## src/rtl/lemming_tracker.sv

```systemverilog
// Tracks a lemming's position, fall length, dig depth and fate, driven by the one-hot
// status vector of the walker FSM directly upstream.
module lemming_tracker #(
  parameter int unsigned POS_INIT    = 128,
  parameter int unsigned SPLAT_LIMIT = 20
) (
  input  logic       clk,
  input  logic       rst_n,
  input  logic       walk_left,
  input  logic       walk_right,
  input  logic       aaah,
  input  logic       digging,
  input  logic       clear,
  output logic [7:0] pos,
  output logic [4:0] fall_cnt,
  output logic [3:0] depth,
  output logic       dead,
  output logic       splat_pulse,
  output logic       turn_pulse,
  output logic       state_err
);

  localparam logic [7:0] PosInit = 8'(POS_INIT);

  typedef enum logic [1:0] {StGround, StFalling, StDead} state_e;

  state_e     state_q;
  logic       last_left_q;
  logic [2:0] num_high;
  logic       is_err, is_wl, is_wr, is_fall, is_dig, fatal_landing;

  always_comb begin
    num_high = 3'(walk_left) + 3'(walk_right) + 3'(aaah) + 3'(digging);
    is_err   = num_high > 3'd1;
    is_wl    = walk_left  && !is_err;
    is_wr    = walk_right && !is_err;
    is_fall  = aaah       && !is_err;
    is_dig   = digging    && !is_err;
    // Compared against the count before this cycle's update.
    fatal_landing = int'(fall_cnt) > int'(SPLAT_LIMIT);
  end

  always_ff @(posedge clk or negedge rst_n) begin
    if (!rst_n) begin
      state_q     <= StGround;
      pos         <= PosInit;
      fall_cnt    <= 5'd0;
      depth       <= 4'd0;
      last_left_q <= 1'b1;
      dead        <= 1'b0;
      splat_pulse <= 1'b0;
      turn_pulse  <= 1'b0;
      state_err   <= 1'b0;
    end else begin
      splat_pulse <= 1'b0;
      turn_pulse  <= 1'b0;
      if (clear) begin
        state_q     <= StGround;
        pos         <= PosInit;
        fall_cnt    <= 5'd0;
        depth       <= 4'd0;
        last_left_q <= 1'b1;
        dead        <= 1'b0;
        state_err   <= 1'b0;
      end else if (is_err) begin
        state_err <= 1'b1;
      end else if (state_q != StDead) begin
        if (is_fall) begin
          state_q <= StFalling;
          if (fall_cnt != 5'd31) fall_cnt <= fall_cnt + 5'd1;
        end else if (state_q == StFalling && fatal_landing) begin
          // The landing cycle's move is lost: the lemming is already dead.
          state_q     <= StDead;
          dead        <= 1'b1;
          splat_pulse <= 1'b1;
          fall_cnt    <= 5'd0;
        end else begin
          if (state_q == StFalling) begin
            state_q  <= StGround;
            fall_cnt <= 5'd0;
          end
          if (is_wl) begin
            if (pos != 8'd0) pos <= pos - 8'd1;
            depth       <= 4'd0;
            turn_pulse  <= !last_left_q;
            last_left_q <= 1'b1;
          end else if (is_wr) begin
            if (pos != 8'd255) pos <= pos + 8'd1;
            depth       <= 4'd0;
            turn_pulse  <= last_left_q;
            last_left_q <= 1'b0;
          end else if (is_dig) begin
            if (depth != 4'd15) depth <= depth + 4'd1;
          end
        end
      end
    end
  end

endmodule

```

## config.mk

```make
export PLATFORM = sky130hd
export DESIGN_NAME = lemming_tracker
export DESIGN_NICKNAME = d
export VERILOG_FILES = /design/src/rtl/lemming_tracker.sv
export SDC_FILE = /design/constraint.sdc
export NUM_CORES = 1
export LEC_CHECK = 0
export BUFFER_PORTS_ARGS = -buffer_cell sky130_fd_sc_hd__buf_2
export CORE_AREA = 2 2 59 61
export DETAILED_ROUTE_END_ITERATION = 10
export DIE_AREA = 0 0 61 63
export HOLD_SLACK_MARGIN = 0.06
export PLACE_DENSITY = 0.69
export SYNTH_ARGS = -nofsm -noshare
export SYNTH_HDL_FRONTEND = slang
export SYNTH_SLANG_ARGS = --single-unit
```

## constraint.sdc

```tcl
create_clock -name clk -period 5.21 [get_ports clk]
set_input_delay 0.521 -clock clk [delete_from_list [all_inputs] [get_ports clk]]
set_output_delay 0.521 -clock clk [all_outputs]
set_load 0.01 [all_outputs]
```

; ---- Yosys cells after proc, flatten, opt, wreduce, memory -nomap -nowiden
; Cells that the tools add are included.
[totals]
output_inout_bits = 21
input_bits = 7
reg_bits = 24
word_cells = 107
[op_classes]
addsub = 7
n_reduce_logical = 22
n_lt_le_gt_ge = 2
n_mux = 57
n_eq_ne = 10
[op_table]
columns = cell, count
row1 = $mux W8, 9
row2 = $mux W4, 9
row3 = $mux W5, 7
row4 = $mux W1, 26
row5 = $mux W2, 6
row6 = $reduce_bool A4 Y1, 3
row7 = $add A8 B1 Y8 const B, 1
row8 = $ne A2 B2 Y1 const B, 4
row9 = $ne A8 B8 Y1 const B, 1
row10 = $reduce_and A4 Y1, 2
row11 = $reduce_bool A8 Y1, 1
row12 = $sub A8 B1 Y8 const B, 1
row13 = $reduce_and A7 Y1, 1
row14 = $ne A3 B2 Y1 const B, 2
row15 = $reduce_and A6 Y1, 1
row16 = $reduce_bool A2 Y1, 3
row17 = $reduce_bool A3 Y1, 2
row18 = $add A5 B1 Y5 const B, 1
row19 = $gt A5 B5 Y1 const B, 1
row20 = $logic_and A1 B1 Y1, 5
row21 = $ne A5 B5 Y1 const B, 1
row22 = $reduce_and A5 Y1, 1
row23 = $add A4 B1 Y4 const B, 1
row24 = $ne A4 B4 Y1 const B, 1
row25 = 7 further kinds, 8

; ---- Depth between registers and ports, before layout
; Gate-level depths: netlist of the first run.
[depth]
depth_word = 14
mapped_depth = 13

; ---- Worst setup path before layout of the first run
; Ideal clock, no wire load.
[synth_timing]
kind = input -> register
startpoint = input port walk_left
endpoint = register pos[6]
cell_stages = 13
slack_ns = 2.251
arrival_ns = 2.823
setup_ns = 0.136
path_buffers = 1
cell_sequence = inv_1 > fa_1 > nand2b_1 > nand3_1 > buf_2 > xnor2_1 > ha_1 > or3_1 > a21oi_1 > o21bai_1 > a31oi_1 > xor2_1 > o31ai_2
[synth_between]
elab_chain_len = 12
[synth_lines]
columns = item, line_no
row1 = "start, declared", 9  ; input logic walk_left,
row2 = $add A1 B1 Y2, 33  ; num_high = 3'(walk_left) + 3'(walk_right) + 3'(aaah) + 3'(digging);
row3 = $add A2 B1 Y3, 33
row4 = $add A3 B1 Y3, 33
row5 = $gt A3 B1 Y1, 34  ; is_err = num_high > 3'd1;
row6 = $logic_not A1 Y1, "35, 36, 37"
row7 = $logic_and A1 B1 Y1, 35  ; is_wl = walk_left && !is_err;
row8 = $mux W8, 82  ; if (is_wl) begin
row9 = $mux W8, 71  ; end else if (state_q == StFalling && fatal_landing) begin
row10 = $mux W8, 68  ; if (is_fall) begin
row11 = $mux W8, 67  ; end else if (state_q != StDead) begin
row12 = $mux W8, 65  ; end else if (is_err) begin
row13 = $mux W8, 57  ; if (clear) begin
row14 = "end signal, assigned", 59  ; pos <= PosInit;
row15 = "end signal, assigned", 83  ; if (pos != 8'd0) pos <= pos - 8'd1;
row16 = "end signal, assigned", 88  ; if (pos != 8'd255) pos <= pos + 8'd1;
row17 = "end, declared", 14  ; output logic [7:0] pos,
; Several ways; a longest one is shown, not always the timed one. The select of a mux whose other input is x is not followed.
; A chain may end at the register's enable or synchronous reset.

; ---- Final worst setup path of the first run
; Ends and elaborated chain as after synthesis.

==> summary.txt, run 1 <==
Clocking
  • Clock Latency Late Sink: 320 ps
  • CTS H-Tree Depth: 1
  • CTS max path bufs: 2
  • Root Driver: clkbuf_4
  • Hold-fix buffer count after cts: 0
  • Worst-path clk slew: 120 ps
  • Clock Sinks: 24
  • Total setup buffers inserted after CTS: 0
  • CTS tree: done
  • Post-CTS Resized: 0
  • Num CTS Buffers: 3

Placement
  • Port bufs: 27
  • DP HPWL: 2.58 mm
  • GPL Wtd Cong: 0.951
  • Cell Area, Placed: 0.00176 mm^2

Floorplan
  • Core area: 0.00323 mm^2
  • Die width: 61 um
  • I/O pin cnt: 28
  • Die H: 63 um
  • Initial Utilization: 49.5%
  • # rows: 21
  • DIE AREA: 0.00384 mm^2

STA
  • Slew headroom: 57.6%
  • Final Critical Period: 3200 ps
  • Worst slew pin tran: 631 ps
  • Final hold vios: 0
  • Fmax: 0.312 GHz
  • RSZ-0062 raised after global routing: no
  • Setup TNS: 0 ps
  • Clock skew: 5.05 ps
  • Final setup fails: 0
  • Slew Viols, Final: 0
  • Period utilization: 61.5%

Finish
  • Layout cells sized above 1: 23.5%
  • Final net count: 214
  • # diodes: 0
  • Design area: 0.00178 mm^2
  • Layout area overhead: 11.4%

Synth
  • Cell taking the most area after synthesis: dfrtp_1
  • Syn avg cell area: 9.30 um^2
  • Seq/Total Area, Yosys: 37.7%
  • Synthesized flop and latch total: 24
  • Mapped Area: 0.00160 mm^2
  • Synth warnings: 0
  • Post-synth top flop: dfrtp_1
  • Number of distinct library cells after synthesis: 50
  • Async SR Flop Fraction: 100%
  • Share of the synthesized area in the top cell type: 34.4%
  • Syn Inst Count: 172
  • Mapped Nets: 188
  • Number of synthesized flops with an enable pin: 0
  • Ranking of synthesized cells by area: dfrtp_1 34%, ha_1 6.3%, nor2_1 4.2%, nand3_1 3.4%, o21ai_0 3.4%

GRT
  • Number of global-route vias before repair: 1365
  • Initial antenna violation count: 0
  • Total grt overflow: 0
  • Total global routing track utilization: 20.4%
  • Global-route wire length before repair: 6.09 mm
  • Largest net degree at the start of global routing: 25

Worst setup path
  • Worst path arrival time: 3410 ps
  • Startpoint types: input port
  • Crit path required time: 5410 ps
  • Critical-path maximum fanout: 11
  • Crit Path Class: input port to flip-flop
  • Crit end category: flip-flop

Drt
  • Via count: 1386
  • Routed vias/inst: 5.73
  • Routed len/inst: 14.0 um
  • Final WL: 3.39 mm
  • 1st-pass router iterations: 4
  • DRC: 0
  • DRT iter0 DRCs: 56
  • Antenna viol nets, final: 0

Power
  • Power per cell area: 310 mW/mm^2
  • Worst vdd ir: 171 uV
  • Pleak: 0.844 nW

Run status
  • Status: complete, no violations

Hold path
  • Hold crit path type: input port to asynchronous set/reset pin

Run
  • Maxcap violations: 0
## critical path, cell delays in order
cell and delay [ps]:
buf_2 110, inv_1 80, fa_1 590, nand2b_1 140
nand3_1 330, xnor2_1 240, ha_1 230, or3_1 310
a21oi_1 220, o21bai_1 100, a31oi_1 240, xor2_1 220
o31ai_2 70
## final cells by class
cell class,count,area [um^2]
inverters,11,41.3
fillers,326,1450
well taps,46,57.6
flip-flops and latches,24,603
multi-input cells,131,922
repair buffers,27,135
clock buffers,3,22.5
## power breakdown
| group | switching (mW) | total (mW) | leakage, nW | internal, mW |
|---|---|---|---|---|
| combinational | 0.116 | 0.207 | 0.512 | 0.0911 |
| clock | 0.0540 | 0.0812 | 0.0138 | 0.0272 |
| sequential | 0.0460 | 0.263 | 0.319 | 0.217 |
| total | 0.216 | 0.552 | 0.844 | 0.335 |
## per-stage QoR
stage               instances  utilization (%)  hold slack, ps  setup slack [ps]  power, mW
floorplan                 172                -             225              2250      0.413
global placement          239             54.4             460              1840      0.466
detailed placement        239             54.4             481              1710      0.474
CTS                       242             55.1             183              2040      0.555
global route              242             55.1             198              1740      0.593
finish                    242             55.1             167              2010      0.552
## registers in the layout (all words and copies together), names as in the netlist
register / flops
state_err: 1
last_left_q: 1
dead: 1
splat_pulse: 1
turn_pulse: 1
depth: 4
state_q: 2
fall_cnt: 5
pos: 8
## synthesized netlist by cell type (2+ instances only)
cell,instances
a21oi_1,3
o21ai_0,11
nor3_1,8
clkbuf_1,2
buf_2,2
dfrtp_1,22
nand4_1,3
inv_1,11
or3_1,2
mux2i_1,2
a31oi_1,2
xnor2_1,5
ha_1,8
nor3b_1,3
nand2_1,14
xor2_1,2
dfstp_2,2
o31ai_2,3
nor4_1,5
nor2_1,18
nand2b_1,2
nand3_1,11
a22o_1,4
## final timing paths
path,from,endpoint,slack [ps],cells after the start
setup reg to reg,fall_cnt[0]$_DFFE_PN0P_,pos[4]$_DFFE_PN0P_,2940,8
setup / recovery,walk_left,pos[6]$_DFFE_PN0P_,2010,13
max in group asynchronous,rst_n,pos[7]$_DFFE_PN1P_,4670,1
hold / removal,rst_n,fall_cnt[2]$_DFFE_PN0P_,170,1
hold reg to reg,dead$_DFFE_PN0P_,dead$_DFFE_PN0P_,510,1
min in group clk,dead$_DFFE_PN0P_,dead$_DFFE_PN0P_,510,1
## cell families (layout without fill, tap and decap cells)
family	Yosys count	after routing	share of synthesized area (%)
buf+inv	17	41	4.62
simple gates	74	74	24.0
compound gates	38	38	20.3
xor+xnor	7	7	3.83
mux	3	3	1.96
fa+ha+maj	9	9	7.51
flops	24	24	37.7
## cell usage in the layout, fill, tap and decap left out, types with 2 or more instances in the layout
cell type	instances
nor3_1	8
dfstp_2	2
ha_1	8
o21ai_0	11
nand3_1	11
nand2b_1	2
nand2_1	14
or3_1	2
a21oi_1	3
a31oi_1	2
buf_2	27
mux2i_1	2
o31ai_2	3
nor4_1	5
nand4_1	3
a22o_1	4
xor2_1	2
clkbuf_4	3
nor2_1	18
nor3b_1	3
inv_1	11
xnor2_1	5
dfrtp_1	22
## per-layer routing
layer	GRT usage (%)	up-vias	routed length [um]
met4	7.34	0	53
met5	0	-	0
met3	2.07	5	148
met1	27.8	669	1500
li1	-	676	-
met2	32.8	36	1680
No activity file was read; power rests on OpenSTA's default activity.
==> run 2, diff against run 1 <==
- clock period: 5.21 -> 3 ns (I/O delays scaled with it)
==> summary.txt, run 2 (synthesis gave the netlist of run 1 again) <==
Clocking
  • Clock Latency Late Sink: 310 ps
  • CTS tree: done
  • CTS max path bufs: 2
  • Root Driver: clkbuf_4
  • CTS H-Tree Depth: 1
  • Hold-fix buffer count after cts: 1
  • Total setup buffers inserted after CTS: 0
  • Post-CTS Resized: 0
  • Clock Sinks: 24
  • Num CTS Buffers: 3
  • Worst-path clk slew: 140 ps

Floorplan
  • Core area: 0.00323 mm^2
  • I/O pin cnt: 28
  • Die H: 63 um
  • # rows: 21
  • Initial Utilization: 49.5%
  • DIE AREA: 0.00384 mm^2
  • Die width: 61 um

Worst setup path
  • CP dominant cell by count: o21ai_0
  • Worst path arrival time: 2850 ps
  • R2r startpoint: fall_cnt[0]$_DFFE_PN0P_
  • Crit end category: flip-flop
  • Worst Reg-to-Reg Cells: 8
  • Startpoint types: input port
  • CP max stage delay: 590 ps
  • R2r setup slk: 710 ps
  • Crit path required time: 3270 ps
  • Worst R2R End: pos[4]$_DFFE_PN0P_
  • Cell family with most CP delay: simple AND/OR/NAND/NOR gates
  • Setup crit start: walk_left
  • Crit Path Class: input port to flip-flop
  • Slowest-stage cell, CP: fa_1
  • Buf/Inv on CP: 2
  • Worst Setup EP: pos[4]$_DFFE_PN0P_
  • Critical-path maximum fanout: 4
  • WP depth: 13
  • CP cell instances: buf_2, inv_1, fa_1, nand2b_1, nand3_1, xnor2_1, ha_1, or3_1, a21oi_1, o21ai_0, or2_0, o21ai_0, a22o_2

Power
  • Pleak: 0.878 nW
  • Clock share of power: 14.9%
  • Psw: 0.388 mW
  • Worst vdd ir: 333 uV
  • Switch share: 39.6%
  • Comb pwr share: 38.2%
  • Int Pwr: 0.592 mW
  • Power per cell area: 534 mW/mm^2
  • Flop pwr share: 46.9%

Finish
  • # diodes: 0
  • Layout area overhead: 14.9%
  • Max FFs per register: 8
  • Most frequent cells in the layout: 27 x buf_2, 22 x dfrtp_1, 18 x nor2_1, 14 x nand2_1
  • Top Registers: pos x8, fall_cnt x5, depth x4
  • Layout cells sized above 1: 25.6%
  • Final net count: 221
  • Non-Filler Instances: 249
  • Top reg by flops: pos
  • Most common cell after layout, fill and taps aside: buf_2

Drt
  • Routed len/inst: 14.3 um
  • 1st-pass router iterations: 5
  • Via count: 1429
  • DRT iter0 DRCs: 52
  • Antenna viol nets, final: 0
  • Routed vias/inst: 5.74
  • Final WL: 3.55 mm
  • DRC: 0

STA
  • Final hold vios: 0
  • Worst slew pin tran: 551 ps
  • Period utilization: 86.2%
  • Slew Viols, Final: 0
  • Fmax: 0.387 GHz
  • Setup TNS: 0 ps
  • Slew headroom: 63.3%
  • RSZ-0062 raised after global routing: no
  • Clock skew: 6.25 ps
  • Final Critical Period: 2580 ps
  • Final setup fails: 0

Placement
  • Port bufs: 27
  • Placed instance count: 245
  • GPL Wtd Cong: 0.965
  • DP HPWL: 2.67 mm

GRT
  • Number of global-route vias before repair: 1327
  • Total global routing track utilization: 20.0%
  • Largest net degree at the start of global routing: 25
  • Global-route wire length before repair: 6.01 mm
  • Initial antenna violation count: 0
  • Total grt overflow: 0

Run
  • Maxcap violations: 0

Run status
  • Status: complete, no violations

Hold path
  • Hold crit path type: input port to flip-flop
run 2: cell count changes in the layout (fill, tap and decap cells not counted):
cell / previous run / this run
dlygate4sd3_1: 0 / 1
buf_4: 0 / 6
run 2: per-layer routing:
| metal | vias to the layer above | routed length (um) | track usage, % |
|---|---|---|---|
| li1 | 686 | - | - |
| met2 | 46 | 1810 | 33.3 |
| met3 | 7 | 195 | 2.90 |
| met5 | - | 0 | 0 |
| met1 | 690 | 1510 | 27.1 |
| met4 | 0 | 36 | 4.35 |
run 2: final cells by class:
| type | instances | area, um^2 |
|---|---|---|
| Timing Repair Buffer | 34 | 190 |
| Tap cell | 46 | 57.6 |
| Inverter | 11 | 41.3 |
| Fill cell | 297 | 1400 |
| Sequential cell | 24 | 603 |
| Clock buffer | 3 | 22.5 |
| Multi-Input combinational cell | 131 | 922 |
run 2: power groups by stage:
stage	Sequential [mW]	Clock [mW]	Combinational, mW
floorplan	0.455	0	0.263
global placement	0.459	0	0.362
detailed placement	0.464	0	0.373
CTS	0.459	0.152	0.374
global route	0.474	0.167	0.416
finish	0.460	0.146	0.375
run 2: worst reg2reg max path, stage by stage, from the launching register on:
cell and delay, ps:
dfrtp_1 430, inv_1 100, ha_1 190, nor2b_4 60, o2111ai_4 230, a41oi_4 200, or4_4 670, o21ai_0 210
a22o_2 150
run 2: worst min path at each step:
stage | depth (start not counted) | endpoint | start
5_1_grt | 3 | state_q[0]$_DFFE_PN0P_ | aaah
4_1_cts | 3 | state_q[0]$_DFFE_PN0P_ | aaah
6_report | 3 | state_q[0]$_DFFE_PN0P_ | aaah
2_1_floorplan | 0 | dead$_DFFE_PN0P_ | rst_n
3_3_place_gp | 1 | pos[2]$_DFFE_PN0P_ | rst_n
3_5_place_dp | 1 | pos[4]$_DFFE_PN0P_ | rst_n
run 2: stage by stage:
stage	utilization, %	cell area, um^2	power [mW]	hold slack (ps)	setup WS, ps
after floorplan	-	1600	0.717	4.41	262
after global placement	55.8	1800	0.821	319	177
after detailed placement	55.8	1800	0.837	327	87.3
after CTS	56.8	1840	0.985	332	427
after global routing	56.8	1840	1.06	347	243
final	56.8	1840	0.981	342	415
==> run 3, diff against run 2 <==
- ABC_AREA: default -> 1
- PLACE_DENSITY: 0.69 -> 0.72
- clock period: 3 -> 2.6 ns (I/O delays scaled with it)
==> summary.txt, run 3 <==
Run status
  • Status: complete, no violations

STA
  • Fmax: 0.472 GHz
  • Clock skew: 2.88 ps
  • Slew Viols, Final: 0
  • Period utilization: 81.5%
  • RSZ-0062 raised after global routing: no
  • Post-route worst setup slack: 480 ps
  • Final hold vios: 0
  • Setup TNS: 0 ps
  • Final Critical Period: 2120 ps
  • Final setup fails: 0
  • Fin Hold WS: 244 ps
  • Slew headroom: 62.7%
  • Worst slew pin tran: 560 ps

Power
  • Pleak: 1.06 nW
  • Power per cell area: 542 mW/mm^2
  • Final Power: 1.04 mW
  • Worst vdd ir: 321 uV

Floorplan
  • Die width: 61 um
  • Core area: 0.00323 mm^2
  • # rows: 21
  • Die H: 63 um
  • Initial Utilization: 52.7%
  • DIE AREA: 0.00384 mm^2
  • I/O pin cnt: 28

Synth
  • Cell taking the most area after synthesis: dfrtp_1
  • Synth warnings: 0
  • Mapped Area: 0.00170 mm^2
  • Number of synthesized flops with an enable pin: 0
  • Ranking of synthesized cells by area: dfrtp_1 32%, nand2_1 13%, inv_1 7.9%, ha_1 5.9%, nand3_1 5.6%
  • Share of the synthesized area in the top cell type: 32.3%
  • Post-synth top flop: dfrtp_1
  • Mapped Nets: 249
  • Seq/Total Area, Yosys: 35.4%
  • Synth top cells by count: 61 x nand2_1, 36 x inv_1, 22 x dfrtp_1, 21 x nor2_1, 19 x nand3_1
  • Number of distinct library cells after synthesis: 30
  • Synthesized flop and latch total: 24
  • Syn avg cell area: 7.31 um^2
  • Async SR Flop Fraction: 100%
  • Most frequent cell after synthesis: nand2_1
  • Syn Inst Count: 233

Run
  • Maxcap violations: 0

Finish
  • Top Registers: pos x8, fall_cnt x5, depth x4
  • Max FFs per register: 8
  • Final net count: 281
  • Layout area overhead: 13.2%
  • Most frequent cells in the layout: 61 x nand2_1, 36 x inv_1, 27 x buf_2, 22 x dfrtp_1, 21 x nor2_1
  • Fill count: 308
  • Finished Core Util: 59.6%
  • Most common cell after layout, fill and taps aside: nand2_1
  • Top reg by flops: pos
  • Layout cells sized above 1: 19.7%
  • # diodes: 0

GRT
  • Largest net degree at the start of global routing: 25
  • Number of global-route vias before repair: 1532
  • Total grt overflow: 0
  • Initial antenna violation count: 0
  • Total global routing track utilization: 21.4%
  • Global-route wire length before repair: 6.39 mm

Drt
  • Routed vias/inst: 5.17
  • DRT iter0 DRCs: 78
  • Antenna viol nets, final: 0
  • 1st-pass router iterations: 4
  • Via count: 1604
  • Final WL: 3.69 mm
  • DRC: 0
  • Routed len/inst: 11.9 um

Worst setup path
  • R2r startpoint: fall_cnt[0]$_DFFE_PN0P_
  • Crit end category: flip-flop
  • Crit Path Class: input port to flip-flop
  • CP max stage delay: 530 ps
  • CP dominant cell by count: inv_1
  • CP cell instances: buf_2, inv_1, fa_1, inv_1, nand2_4, nand3_2, inv_1, ha_1, inv_1, nor2_1, nor2_1, nand2_1, nand2_1, nand3_1, nand3_1, nand2_1
  • R2r setup slk: 830 ps
  • Slowest-stage cell, CP: fa_1
  • Worst path arrival time: 2350 ps
  • Setup crit start: walk_left
  • Crit path required time: 2830 ps
  • Critical-path maximum fanout: 8
  • Startpoint types: input port

Placement
  • Port bufs: 27
  • Place WS: 139 ps
  • GPL Wtd Cong: 0.905
  • DP HPWL: 2.83 mm

Clocking
  • CTS max path bufs: 2
  • Worst-path clk slew: 140 ps
  • Clock Latency Late Sink: 320 ps
  • Hold-fix buffer count after cts: 1
  • Total setup buffers inserted after CTS: 0
  • Num CTS Buffers: 3
  • Clock Sinks: 24
  • Root Driver: clkbuf_4
  • Post-CTS Resized: 0
  • CTS tree: done
  • CTS H-Tree Depth: 1

Hold path
  • Hold crit path type: input port to flip-flop
  • Min-delay src: clear
## run 3: cell count changes in the layout (fill, tap and decap cells not counted), sizes merged, moves of 3 or more
cell / previous run / this run
a22o: 5 / 0
buf: 33 / 29
inv: 11 / 40
nand2: 14 / 66
nand3: 11 / 23
nand4: 3 / 7
nor2: 18 / 22
nor3: 8 / 5
nor4: 5 / 0
o21ai: 11 / 17
o31ai: 4 / 0
xnor2: 5 / 1
xor2: 2 / 6
## run 3: logic make-up (layout without fill, tap and decap cells)
| kind of cell | count (synthesis) | after routing | synth area share [%] |
|---|---|---|---|
| adders and majority gates | 9 | 9 | 7.05 |
| and+or+nand+nor | 124 | 124 | 34.7 |
| buffers and inverters | 44 | 75 | 10.9 |
| DFF | 24 | 24 | 35.4 |
| AOI/OAI and AO/OA | 25 | 25 | 8.38 |
| xor gates and xnor gates | 7 | 7 | 3.60 |
## run 3: path summary, 6_finish.rpt
path	to	depth (start not counted)
max in group asynchronous	pos[7]$_DFFE_PN1P_	2
setup / recovery	pos[6]$_DFFE_PN0P_	16
hold reg to reg	state_q[1]$_DFFE_PN0P_	2
setup reg to reg	depth[3]$_DFFE_PN0P_	10
min in group asynchronous	fall_cnt[4]$_DFFE_PN0P_	2
hold / removal	splat_pulse$_DFF_PN0_	2
## run 3: power breakdown
| group | switching [mW] | leakage, nW | total [mW] | internal, mW |
|---|---|---|---|---|
| logic | 0.225 | 0.717 | 0.357 | 0.133 |
| registers | 0.0631 | 0.320 | 0.481 | 0.418 |
| clock network | 0.120 | 0.0210 | 0.205 | 0.0857 |
| total | 0.408 | 1.06 | 1.04 | 0.636 |
## run 3: final cells by class
type                            count  area (um^2)  share of cell area, %
Timing Repair Buffer               30          160                   8.31
Tap cell                           46         57.6                   2.99
Clock buffer                        4         36.3                   1.88
Multi-Input combinational cell    165          915                   47.5
Inverter                           41          155                   8.05
Sequential cell                    24          603                   31.3
## run 3: per-stage QoR
stage                     cell area (um^2)  cells
after floorplan                       1700    233
after global routing                  1930    310
after CTS                             1930    310
after global placement                1880    305
after detailed placement              1880    305
final                                 1930    310
## run 3: critical path, delay by kind of cell
family / cells / cell delay (ps)
adder cells (fa/ha/maj): 2 / 840
buffers and inverters: 5 / 570
AND/OR/NAND/NOR: 9 / 680
## run 3: metal layers
layer / wire [um] / share of wire (%) / global-route usage, %
met5: 0 / 0 / 0
met4: 42 / 1.1 / 7.07
met3: 160 / 4.3 / 2.69
met2: 1800 / 49 / 35.8
met1: 1690 / 46 / 27.8
